<file path="src/rtl/dcm_phase_sequencer_if.sv">
// DCM dynamic phase-shift port bundle: PSEN/PSINCDEC towards the DCM,
// PSDONE/LOCKED back from it.
interface dcm_phase_sequencer_if;
   logic dcm_locked_i;
   logic dcm_psdone_i;
   logic dcm_psen_o;
   logic dcm_psincdec_o;

   modport master (
      input  dcm_locked_i,
      input  dcm_psdone_i,
      output dcm_psen_o,
      output dcm_psincdec_o
   );

   modport slave (
      output dcm_locked_i,
      output dcm_psdone_i,
      input  dcm_psen_o,
      input  dcm_psincdec_o
   );
endinterface

</file>
<file path="src/rtl/dcm_phase_sequencer.sv">
// Walks the DCM dynamic phase shift one step at a time from the applied
// offset to a saturated host target, with lock and PSDONE-timeout supervision.
module dcm_phase_sequencer #(
   parameter int PHASE_WIDTH    = 9,
   parameter int MAX_PHASE      = 255,
   parameter int TIMEOUT_CYCLES = 1023
) (
   input  logic                          ftdi_clk,
   input  logic                          reset,
   input  logic signed [PHASE_WIDTH-1:0] phase_target_i,
   input  logic                          phase_load_i,
   dcm_phase_sequencer_if.master         dcm,
   output logic signed [PHASE_WIDTH-1:0] phase_current_o,
   output logic                          busy_o,
   output logic                          phase_done_o,
   output logic                          error_o
);

   localparam int TW = $clog2(TIMEOUT_CYCLES + 1);
   localparam logic signed [PHASE_WIDTH-1:0] PMAX = PHASE_WIDTH'(MAX_PHASE);
   localparam logic signed [PHASE_WIDTH-1:0] PMIN = -PMAX;
   localparam logic signed [PHASE_WIDTH-1:0] ONE  = PHASE_WIDTH'(1);
   localparam logic [TW-1:0] TIMER_LAST = TW'(TIMEOUT_CYCLES - 1);

   typedef enum logic [1:0] {IDLE, CHECK, STEP, WAIT} state_t;

   state_t                        state_r;
   logic signed [PHASE_WIDTH-1:0] target_r;
   logic signed [PHASE_WIDTH-1:0] current_r;
   logic [TW-1:0]                 timer_r;
   logic                          psen_r;
   logic                          psincdec_r;
   logic                          busy_r;
   logic                          done_r;
   logic                          error_r;

   function automatic logic signed [PHASE_WIDTH-1:0] sat_phase(
      input logic signed [PHASE_WIDTH-1:0] t
   );
      if (t > PMAX) begin
         sat_phase = PMAX;
      end else if (t < PMIN) begin
         sat_phase = PMIN;
      end else begin
         sat_phase = t;
      end
   endfunction

   // Sequencer FSM with all outputs registered on state transitions
   always_ff @(posedge ftdi_clk or posedge reset) begin
      if (reset) begin
         state_r    <= IDLE;
         target_r   <= '0;
         current_r  <= '0;
         timer_r    <= '0;
         psen_r     <= 1'b0;
         psincdec_r <= 1'b0;
         busy_r     <= 1'b0;
         done_r     <= 1'b0;
         error_r    <= 1'b0;
      end else begin
         psen_r <= 1'b0;
         if (phase_load_i) begin
            target_r <= sat_phase(phase_target_i);
            done_r   <= 1'b0;
            error_r  <= 1'b0;
         end
         case (state_r)
            IDLE: begin
               busy_r <= 1'b0;
               if (!dcm.dcm_locked_i) begin
                  current_r <= '0;
               end
               if (phase_load_i) begin
                  busy_r  <= 1'b1;
                  state_r <= CHECK;
               end
            end
            CHECK: begin
               // A load arriving here re-evaluates against the new target next cycle
               if (phase_load_i) begin
                  state_r <= CHECK;
               end else if (!dcm.dcm_locked_i) begin
                  error_r   <= 1'b1;
                  done_r    <= 1'b1;
                  current_r <= '0;
                  busy_r    <= 1'b0;
                  state_r   <= IDLE;
               end else if (current_r == target_r) begin
                  done_r  <= 1'b1;
                  busy_r  <= 1'b0;
                  state_r <= IDLE;
               end else begin
                  psen_r     <= 1'b1;
                  psincdec_r <= (target_r > current_r);
                  state_r    <= STEP;
               end
            end
            STEP: begin
               timer_r <= '0;
               state_r <= WAIT;
            end
            WAIT: begin
               timer_r <= timer_r + TW'(1);
               if (dcm.dcm_psdone_i) begin
                  current_r <= psincdec_r ? (current_r + ONE) : (current_r - ONE);
                  state_r   <= CHECK;
               end else if (!dcm.dcm_locked_i) begin
                  current_r <= '0;
                  if (phase_load_i) begin
                     state_r <= CHECK;
                  end else begin
                     error_r <= 1'b1;
                     done_r  <= 1'b1;
                     busy_r  <= 1'b0;
                     state_r <= IDLE;
                  end
               end else if (timer_r == TIMER_LAST) begin
                  if (phase_load_i) begin
                     state_r <= CHECK;
                  end else begin
                     error_r <= 1'b1;
                     done_r  <= 1'b1;
                     busy_r  <= 1'b0;
                     state_r <= IDLE;
                  end
               end else begin
                  state_r <= WAIT;
               end
            end
            default: begin
               busy_r  <= 1'b0;
               state_r <= IDLE;
            end
         endcase
      end
   end

   assign dcm.dcm_psen_o     = psen_r;
   assign dcm.dcm_psincdec_o = psincdec_r;
   assign phase_current_o    = current_r;
   assign busy_o             = busy_r;
   assign phase_done_o       = done_r;
   assign error_o            = error_r;

endmodule

</file>
<file path="src/flat_wrapper.sv">
// flat-port wrapper written by rule: the top's interface ports become plain ports
module dcm_phase_sequencer_flat 
#(
   parameter int PHASE_WIDTH    = 9,
   parameter int MAX_PHASE      = 255,
   parameter int TIMEOUT_CYCLES = 1023
)
  (ftdi_clk, reset, phase_target_i, phase_load_i, phase_current_o, busy_o, phase_done_o, error_o, dcm_dcm_locked_i, dcm_dcm_psdone_i, dcm_dcm_psen_o, dcm_dcm_psincdec_o);
  dcm_phase_sequencer_if dcm_i ();
  input  logic ftdi_clk;
  input  logic reset;
  input  logic signed [PHASE_WIDTH-1:0] phase_target_i;
  input  logic phase_load_i;
  output logic signed [PHASE_WIDTH-1:0] phase_current_o;
  output logic busy_o;
  output logic phase_done_o;
  output logic error_o;
  input wire logic [$bits(dcm_i.dcm_locked_i)-1:0] dcm_dcm_locked_i;
  input wire logic [$bits(dcm_i.dcm_psdone_i)-1:0] dcm_dcm_psdone_i;
  output wire logic [$bits(dcm_i.dcm_psen_o)-1:0] dcm_dcm_psen_o;
  output wire logic [$bits(dcm_i.dcm_psincdec_o)-1:0] dcm_dcm_psincdec_o;
  assign dcm_i.dcm_locked_i = dcm_dcm_locked_i;
  assign dcm_i.dcm_psdone_i = dcm_dcm_psdone_i;
  assign dcm_dcm_psen_o = dcm_i.dcm_psen_o;
  assign dcm_dcm_psincdec_o = dcm_i.dcm_psincdec_o;
  dcm_phase_sequencer #(.PHASE_WIDTH(PHASE_WIDTH), .MAX_PHASE(MAX_PHASE), .TIMEOUT_CYCLES(TIMEOUT_CYCLES)) u_core (.ftdi_clk(ftdi_clk), .reset(reset), .phase_target_i(phase_target_i), .phase_load_i(phase_load_i), .dcm(dcm_i), .phase_current_o(phase_current_o), .busy_o(busy_o), .phase_done_o(phase_done_o), .error_o(error_o));
endmodule
</file>
<file path="config.mk">
export PLATFORM = sky130hd
export DESIGN_NAME = dcm_phase_sequencer_flat
export DESIGN_NICKNAME = d
export VERILOG_FILES = /design/src/rtl/dcm_phase_sequencer_if.sv /design/src/rtl/dcm_phase_sequencer.sv /design/src/flat_wrapper.sv
export SDC_FILE = /design/constraint.sdc
export NUM_CORES = 1
export LEC_CHECK = 0
export BUFFER_PORTS_ARGS = -buffer_cell sky130_fd_sc_hd__buf_4
export CORE_ASPECT_RATIO = 0.6
export CORE_MARGIN = 5
export CORE_UTILIZATION = 25
export DETAILED_ROUTE_END_ITERATION = 8
export PLACE_DENSITY = 0.51
export REMOVE_ABC_BUFFERS = 1
export SYNTH_ARGS = -nofsm -noshare
export SYNTH_HDL_FRONTEND = slang
export SYNTH_SLANG_ARGS = --single-unit
</file>
<file path="constraint.sdc">
create_clock -name ftdi_clk -period 2.3 [get_ports ftdi_clk]
set_input_delay 0.23 -clock ftdi_clk [delete_from_list [all_inputs] [get_ports ftdi_clk]]
set_output_delay 0.23 -clock ftdi_clk [all_outputs]
set_load 0.02 [all_outputs]
</file>
# ---- After elaboration in Yosys (flattened, before gate mapping)
# Cells that the tools add are included.
dict set report classes {
  n_addsub 3
  n_lt_le_gt_ge 3
  eq_ne 10
  n_mux 47
  n_bitwise 2
  n_reduce_logical 6
}
# op count
set op_table {}
lappend op_table {{$mux 9} 6}
lappend op_table {{$mux 1} 28}
lappend op_table {{$pmux 9 s3} 1}
lappend op_table {{$pmux 10 s2} 1}
lappend op_table {{$mux 2} 7}
lappend op_table {{$add 10x1->10 const B} 1}
lappend op_table {{$eq 10x10->1 const B} 1}
lappend op_table {{$add 9x2->9 const B} 1}
lappend op_table {{$eq 9x9->1} 1}
lappend op_table {{$gt 9x9->1} 1}
lappend op_table {{$gt 9x9->1 const B} 1}
lappend op_table {{$lt 9x9->1 const B} 1}
lappend op_table {{$sub 9x2->9 const B} 1}
lappend op_table {{$pmux 2 s4} 1}
lappend op_table {{$ne 2x2->1 const B} 3}
lappend op_table {{$ne 3x2->1 const B} 2}
lappend op_table {{$reduce_and 5->1} 1}
lappend op_table {{$eq 2x2->1 const B} 2}
lappend op_table {{$pmux 1 s2} 2}
lappend op_table {{$reduce_and 4->1} 1}
lappend op_table {{$pmux 1 s3} 1}
lappend op_table {{$reduce_bool 3->1} 1}
lappend op_table {{$eq 2x1->1 const B} 1}
lappend op_table {{$logic_not 2->1} 1}
lappend op_table {{other kinds (3)} 4}
dict set report totals {
  register_bits 35
  elab_cells 80
}

# ---- Logic depth before layout (Yosys ltp)
# Gate-level depths: netlist of the first run.
dict set report depth {
  word_depth 6
  ltp_mapped 7
  ltp_nobuf 7
}

# ---- Worst setup path before layout of the first run
# Ideal clock, no wire load.
dict set report synth_timing {
  path_kind {reg2reg}
  startpoint {register u_core.psincdec_r, in the netlist u_core.dcm.dcm_psincdec_o}
  endpoint {register u_core.current_r[8], in the netlist u_core.phase_current_o[8]}
  setup_time_ns 0.079
  arrival_ns 2.054
  slack_ns 0.167
  path_stages_with_launch 8
  path_cell_list {dfrtp_1 -> inv_1 -> fa_1 -> a211oi_2 -> o21ai_2 -> and4_4 -> nor4_2 -> a2bb2oi_1}
}
dict set report synth_via {
  elab_chain_cells 3
}
# item line_no
set synth_lines {}
lappend synth_lines {{start: declaration} dcm_phase_sequencer.sv:32} ;# logic psincdec_r;
lappend synth_lines {{start signal: assignment} dcm_phase_sequencer.sv:95} ;# psincdec_r <= (target_r > current_r);
lappend synth_lines {{$mux 9} dcm_phase_sequencer.sv:106} ;# current_r <= psincdec_r ? (current_r + ONE) : (current_r - ONE);
lappend synth_lines {{$mux 9} dcm_phase_sequencer.sv:105} ;# if (dcm.dcm_psdone_i) begin
lappend synth_lines {{$pmux 9 s3} dcm_phase_sequencer.sv:68} ;# case (state_r)
lappend synth_lines {{end signal: assignment} dcm_phase_sequencer.sv:106}
lappend synth_lines {{end: declaration} dcm_phase_sequencer.sv:29} ;# logic signed [PHASE_WIDTH-1:0] current_r;
# Every way passes these cells.
# A chain may end at the register's enable or synchronous reset.

# ---- Worst setup path in the final report of the first run
# Ends and elaborated chain as after synthesis.

==> results.json, run 1 <==
{
  "skew_ns": 0.00417,
  "die_h_um": 81.4,
  "max_freq_mhz": 489,
  "yosys_warnings": 0,
  "grt_pass1_vias": 1595,
  "layout_commonest_cell": "dfrtp_1",
  "final_nets": 287,
  "powerDensity_mw_per_mm2": 1210,
  "grt.overflow.total": 0,
  "grt_usage_pct": 10.5,
  "cp-end-kind": "flip-flop",
  "clock-root-buffer": "clkbuf_16",
  "place_congestion": 0.822,
  "synth_edf_count": 0,
  "arrival_ns": 2.24,
  "fin_ws_ns": 0.257,
  "reg2reg_slack_ns": 0.26,
  "htree_levels": 2,
  "ys_seq_area_share_pct": 41.2,
  "start_util_pct": 25.3,
  "ys_types": 48,
  "finalHoldViolCount": 0,
  "maxSlewViolCount": 0,
  "viasPerCell": 4.63,
  "netlist_area_mm2": 0.00212,
  "dieWidth_um": 129,
  "clk_latency_ns": 0.27,
  "reg2reg_to": "u_core.phase_current_o[8]",
  "rows": 26,
  "yosys_register_bits": 35,
  "grt_pass1_wl_um": 8580,
  "worstPathMaxFanout": 9,
  "path_clk_slew_ns": 0.05,
  "ff2ff_path_depth": 7,
  "drt-total-wl_um": 5120,
  "ioPinCount": 28,
  "coreArea_mm2": 0.00839,
  "setup_tns_ns": 0,
  "postCtsSetupRepairBufs": 0,
  "rsz0062_at_grt": "false",
  "worst_pin_slew_ns": 0.491,
  "drt_first_pass_iters": 4,
  "cp.required_ns": 2.50,
  "slew_headroom_pct": 67.3,
  "utilization_pct": 31.0,
  "startpoint": "u_core.dcm.dcm_psincdec_o",
  "cts_resized": 0,
  "ir_drop_mv": 0.351,
  "post-route-min-period_ns": 2.04,
  "post_drt_wl_per_cell_um": 14.0,
  "crit_end": "u_core.phase_current_o[8]",
  "postSynthAreaPerCell_um2": 9.56,
  "cts_hold_buf": 0,
  "ant_nets": 0,
  "num_vias": 1689,
  "maxCapViolations": 0,
  "die_area_mm2": 0.0105,
  "insertedDiodeCount": 0,
  "leakage_nw": 1.23,
  "drc_errors": 0,
  "min_path_type": "in -> async",
  "crit_type": "reg -> reg",
  "cts_buffer_depth": 2,
  "start_kind": "flip-flop",
  "drt-initial-drc-count": 126,
  "setup_viol": 0,
  "numCtsBuffers": 5,
  "dp_hpwl_um": 3850,
  "period_share_pct": 88.8,
  "netlist_instances": 222,
  "async_flop_share_pct": 100,
  "areaGrowthSynthToFinish_pct": 22.7,
  "cts.sinks": 35,
  "drive_gt1_share_pct": 19.8,
  "pre_cts_ws_ns": 0.272,
  "final_cell_mix": "35 x dfrtp_1, 29 x buf_4, 26 x inv_1, 19 x ha_1, 16 x nand2_1",
  "outcome": "complete, no violations",
  "synthFlopType": "dfrtp_1",
  "grt_max_degree": 36,
  "portBuffers": 27,
  "cts_tree": "done",
  "timing.rr.start": "u_core.dcm.dcm_psincdec_o",
  "antenna_found_initial": 0
}
sequential cells by signal (all words and copies together), names as in the netlist:
name                       flops
u_core.error_o                 1
u_core.dcm.dcm_psincdec_o      1
u_core.state_r                 2
u_core.timer_r                10
u_core.busy_o                  1
u_core.phase_done_o            1
u_core.phase_current_o         9
u_core.dcm.dcm_psen_o          1
u_core.target_r                9
power breakdown:
part / total, mW / switching (mW) / internal (mW)
Combinational: 1.52 / 0.829 / 0.688
Clock: 0.665 / 0.243 / 0.422
Sequential: 0.960 / 0.196 / 0.763
Total: 3.14 / 1.27 / 1.87
Yosys cell counts (2+ instances only):
cell type	number	area, um^2
nand2_1	16	60.1
o211ai_1	2	15.0
a21o_1	5	37.5
a22o_1	9	78.8
a211oi_2	2	25.0
a31oi_1	2	12.5
o21bai_1	2	15.0
clkbuf_1	4	15.0
nand3_1	5	25.0
o21ai_1	3	15.0
a211oi_1	2	15.0
o31ai_1	2	15.0
nor2_1	8	30.0
or3_1	3	18.8
xnor2_1	4	35.0
ha_1	19	238
a21oi_1	13	65.1
dfrtp_1	35	876
inv_1	26	97.6
nor2b_1	2	12.5
o22ai_1	7	43.8
mux2i_1	2	20.0
xor2_1	2	17.5
o21ai_2	2	17.5
o2bb2ai_1	3	26.3
o21ai_0	15	75.1
nand2b_1	2	12.5
or4_1	2	15.0
nand4_1	3	18.8
a2bb2oi_1	2	17.5
logic make-up after synthesis:
kind of cell	count (synthesis)	synth area share (%)
mux	3	1.47
flops	35	41.2
compound gates	76	24.4
xor+xnor	6	2.47
simple gates	50	12.6
fa+ha+maj	20	12.1
buf+inv	32	5.72
stage by stage:
step	cells	power [mW]	area (um^2)	hold slack (ns)
2_1_floorplan	217	2.03	2100	0.293
3_3_place_gp	358	2.49	2460	0.388
3_5_place_dp	358	2.49	2460	0.388
4_1_cts	365	3.17	2610	0.0979
5_1_grt	365	3.42	2610	0.127
6_report	365	3.14	2610	0.0692
layer usage:
layer  GRT usage (%)  up-vias  share of wire, %
li1                -      868                 -
met1            17.4      786                59
met2            13.0       31                36
met3            2.50        4               4.2
met4            2.83        0              0.90
met5               0        -                 0
layout make-up:
| cell class | count | area, um^2 |
|---|---|---|
| sequential | 35 | 876 |
| multi-input combinational | 155 | 1130 |
| inverter | 27 | 101 |
| clock inverter | 1 | 5.00 |
| tap | 112 | 140 |
| fill | 910 | 5790 |
| clock buffer | 6 | 139 |
| timing repair buffer | 29 | 218 |
critical path: stages, from the launching register on:
cell and delay [ns]:
dfrtp_1 0.37, inv_1 0.28, ha_1 0.37, a211oi_2 0.26, o21ai_2 0.11, o21ai_0 0.29, o21ai_0 0.13, a2bb2oi_1 0.15
how the worst min path moves through the flow:
stage | startpoint | end
floorplan | phase_load_i | u_core.phase_done_o
global placement | reset | u_core.timer_r[3]
detailed placement | reset | u_core.timer_r[4]
CTS | reset | u_core.dcm.dcm_psen_o
global route | reset | u_core.timer_r[4]
finish | reset | u_core.timer_r[4]
Power figures use the tool's default switching activity.
==> inputs of run 2 (changes only) <==
- BUFFER_PORTS_ARGS: -buffer_cell sky130_fd_sc_hd__buf_4 -> -buffer_cell sky130_fd_sc_hd__buf_2
- CELL_PAD_IN_SITES_DETAIL_PLACEMENT: unset -> 1
- CELL_PAD_IN_SITES_GLOBAL_PLACEMENT: unset -> 1
- PLACE_DENSITY: 0.51 -> 0.62
- clock period: 2.3 -> 1.7 ns (I/O delays scaled with it)
==> run 2 against run 1 <==
  * The run now ends with negative hold slack, negative setup slack left
  * Sequential share of layout area decreased by 4.1 points
  * Die area is the same
  * First-iteration DRC count up 8.7%
  * Worst hold slack worse by 0.075 ns
  * Sequential power rose by 28%
  * Clock skew up 0.0017 ns
==> results.json, run 2 (synthesis gave the netlist of run 1 again) <==
{
  "maxCapViolations": 0,
  "grt_usage_pct": 13.1,
  "slew_headroom_pct": 68.7,
  "grt_pass1_vias": 1955,
  "drt_first_pass_iters": 4,
  "cpPeakStageDelay_ns": 0.40,
  "setup_viol": 8,
  "arrival_ns": 1.95,
  "layout_commonest_cell": "buf_4",
  "final_cells": 400,
  "drt-total-wl_um": 6420,
  "portBuffers": 27,
  "dp_hpwl_um": 4780,
  "finalHoldViolCount": 10,
  "fillers": 981,
  "drt-initial-drc-count": 137,
  "viasPerCell": 4.69,
  "fin_ws_ns": -0.0920,
  "grt.overflow.total": 0,
  "htree_levels": 2,
  "die_area_mm2": 0.0105,
  "path_delay_family": "simple AND/OR/NAND/NOR gates",
  "clk_latency_ns": 0.28,
  "maxSlewViolCount": 0,
  "num_vias": 1877,
  "outcome": "finished, violations left",
  "cp-end-kind": "flip-flop",
  "grt_pass1_wl_um": 10600,
  "areaGrowthSynthToFinish_pct": 40.0,
  "crit_type": "reg -> reg",
  "antenna_found_initial": 0,
  "start_util_pct": 25.3,
  "largest_reg_flops": 10,
  "dieWidth_um": 129,
  "final_nets": 322,
  "powerDensity_mw_per_mm2": 1800,
  "reg2reg_slack_ns": -0.09,
  "startpoint": "u_core.phase_current_o[3]",
  "grt_max_degree": 36,
  "worstPathMaxFanout": 3,
  "holdWs_ns": -0.00581,
  "final_cell_mix": "34 x buf_4, 33 x dfrtp_1, 27 x buf_2, 23 x inv_1, 16 x nand2_1",
  "max_freq_mhz": 558,
  "cp_num_buf_inv": 1,
  "start_kind": "flip-flop",
  "reg2reg_to": "u_core.dcm.dcm_psincdec_o",
  "cts.sinks": 35,
  "ioPinCount": 28,
  "coreArea_mm2": 0.00839,
  "ir_drop_mv": 0.621,
  "dp_cells": 388,
  "worst_pin_slew_ns": 0.470,
  "die_h_um": 81.4,
  "place_congestion": 0.781,
  "critPathSlowestCell": "dfrtp_1",
  "cp.required_ns": 1.86,
  "total_power_mw": 5.34,
  "rows": 26,
  "post_drt_wl_per_cell_um": 16.0,
  "timing.rr.start": "u_core.phase_current_o[3]",
  "crit_chain": "inv_1 -> ha_1 -> nand4_1 -> o31ai_4 -> or3_4 -> a22o_1",
  "drive_gt1_share_pct": 38.5,
  "cts_buffer_depth": 2,
  "cts_tree": "done",
  "leakage_nw": 1.41,
  "clock-root-buffer": "clkbuf_16",
  "pre_cts_ws_ns": -0.274,
  "ant_nets": 0,
  "cts_hold_buf": 0,
  "drc_errors": 0,
  "skew_ns": 0.00588,
  "rsz0062_at_grt": "true",
  "path_clk_slew_ns": 0.06,
  "insertedDiodeCount": 0,
  "largest_register": "u_core.timer_r",
  "min_path_type": "in -> async",
  "ff2ff_path_depth": 6,
  "post-route-min-period_ns": 1.79,
  "period_share_pct": 105,
  "violations": "negative hold slack, negative setup slack",
  "numCtsBuffers": 5
}
run 2: cell types whose count changed in the layout (fill, tap and decap cells not counted), sizes merged:
cell / change
buf: +35
run 2: area by class of cell:
cell class | count | area (um^2) | area share [%]
clock buffers | 6 | 139 | 4.67
clock inverters | 1 | 5.00 | 0.168
inverters | 27 | 104 | 3.49
multi-input cells | 155 | 1280 | 43.1
flip-flops and latches | 35 | 878 | 29.6
well taps | 112 | 140 | 4.72
repair buffers | 64 | 424 | 14.3
run 2: repair_timing:
item	4_1_cts	5_1_grt
setup endpoints to repair	10	10
setup buffers	0	5
pin swaps	14	14
gates resized for setup	25	11
hold endpoints to repair	0	0
run 2: worst max path at each step:
stage                                      endpoint  slack [ns]  depth (start not counted)
after global placement    u_core.phase_current_o[7]       -0.20                          7
after detailed placement  u_core.phase_current_o[8]       -0.27                          8
after floorplan           u_core.phase_current_o[8]       -0.43                          7
final                     u_core.dcm.dcm_psincdec_o       -0.09                          6
after CTS                 u_core.phase_current_o[6]       -0.08                          7
after global routing      u_core.phase_current_o[7]       -0.20                          7
run 2: worst min-delay path, delay by kind of cell:
kind | cells | cell delay (ns)
buf+inv | 3 | 0.54
run 2: layer usage:
layer | share of wire, % | GRT usage, % | wire length (um)
met1 | 56 | 20.7 | 3600
met2 | 40 | 17.5 | 2540
met3 | 3.2 | 2.43 | 205
met4 | 1.1 | 3.77 | 68
met5 | 0 | 0 | 0
run 2: per-stage QoR:
stage	hold WS, ns	util, %	cell area, um^2	setup TNS, ns
finish	-0.00581	35.4	2970	-0.440
global placement	0.301	31.2	2620	-0.953
floorplan	0.233	-	2100	-1.37
CTS	0.0191	34.2	2870	-0.268
detailed placement	0.310	31.2	2620	-1.39
global route	0.0558	35.4	2970	-1.27
run 2: report_power, final:
| part | switching [mW] | internal (mW) | leakage, nW | total [mW] |
|---|---|---|---|---|
| Sequential | 0.194 | 1.04 | 0.447 | 1.23 |
| Clock | 0.342 | 0.572 | 0.0727 | 0.914 |
| Combinational | 1.65 | 1.55 | 0.892 | 3.20 |
| Total | 2.18 | 3.16 | 1.41 | 5.34 |
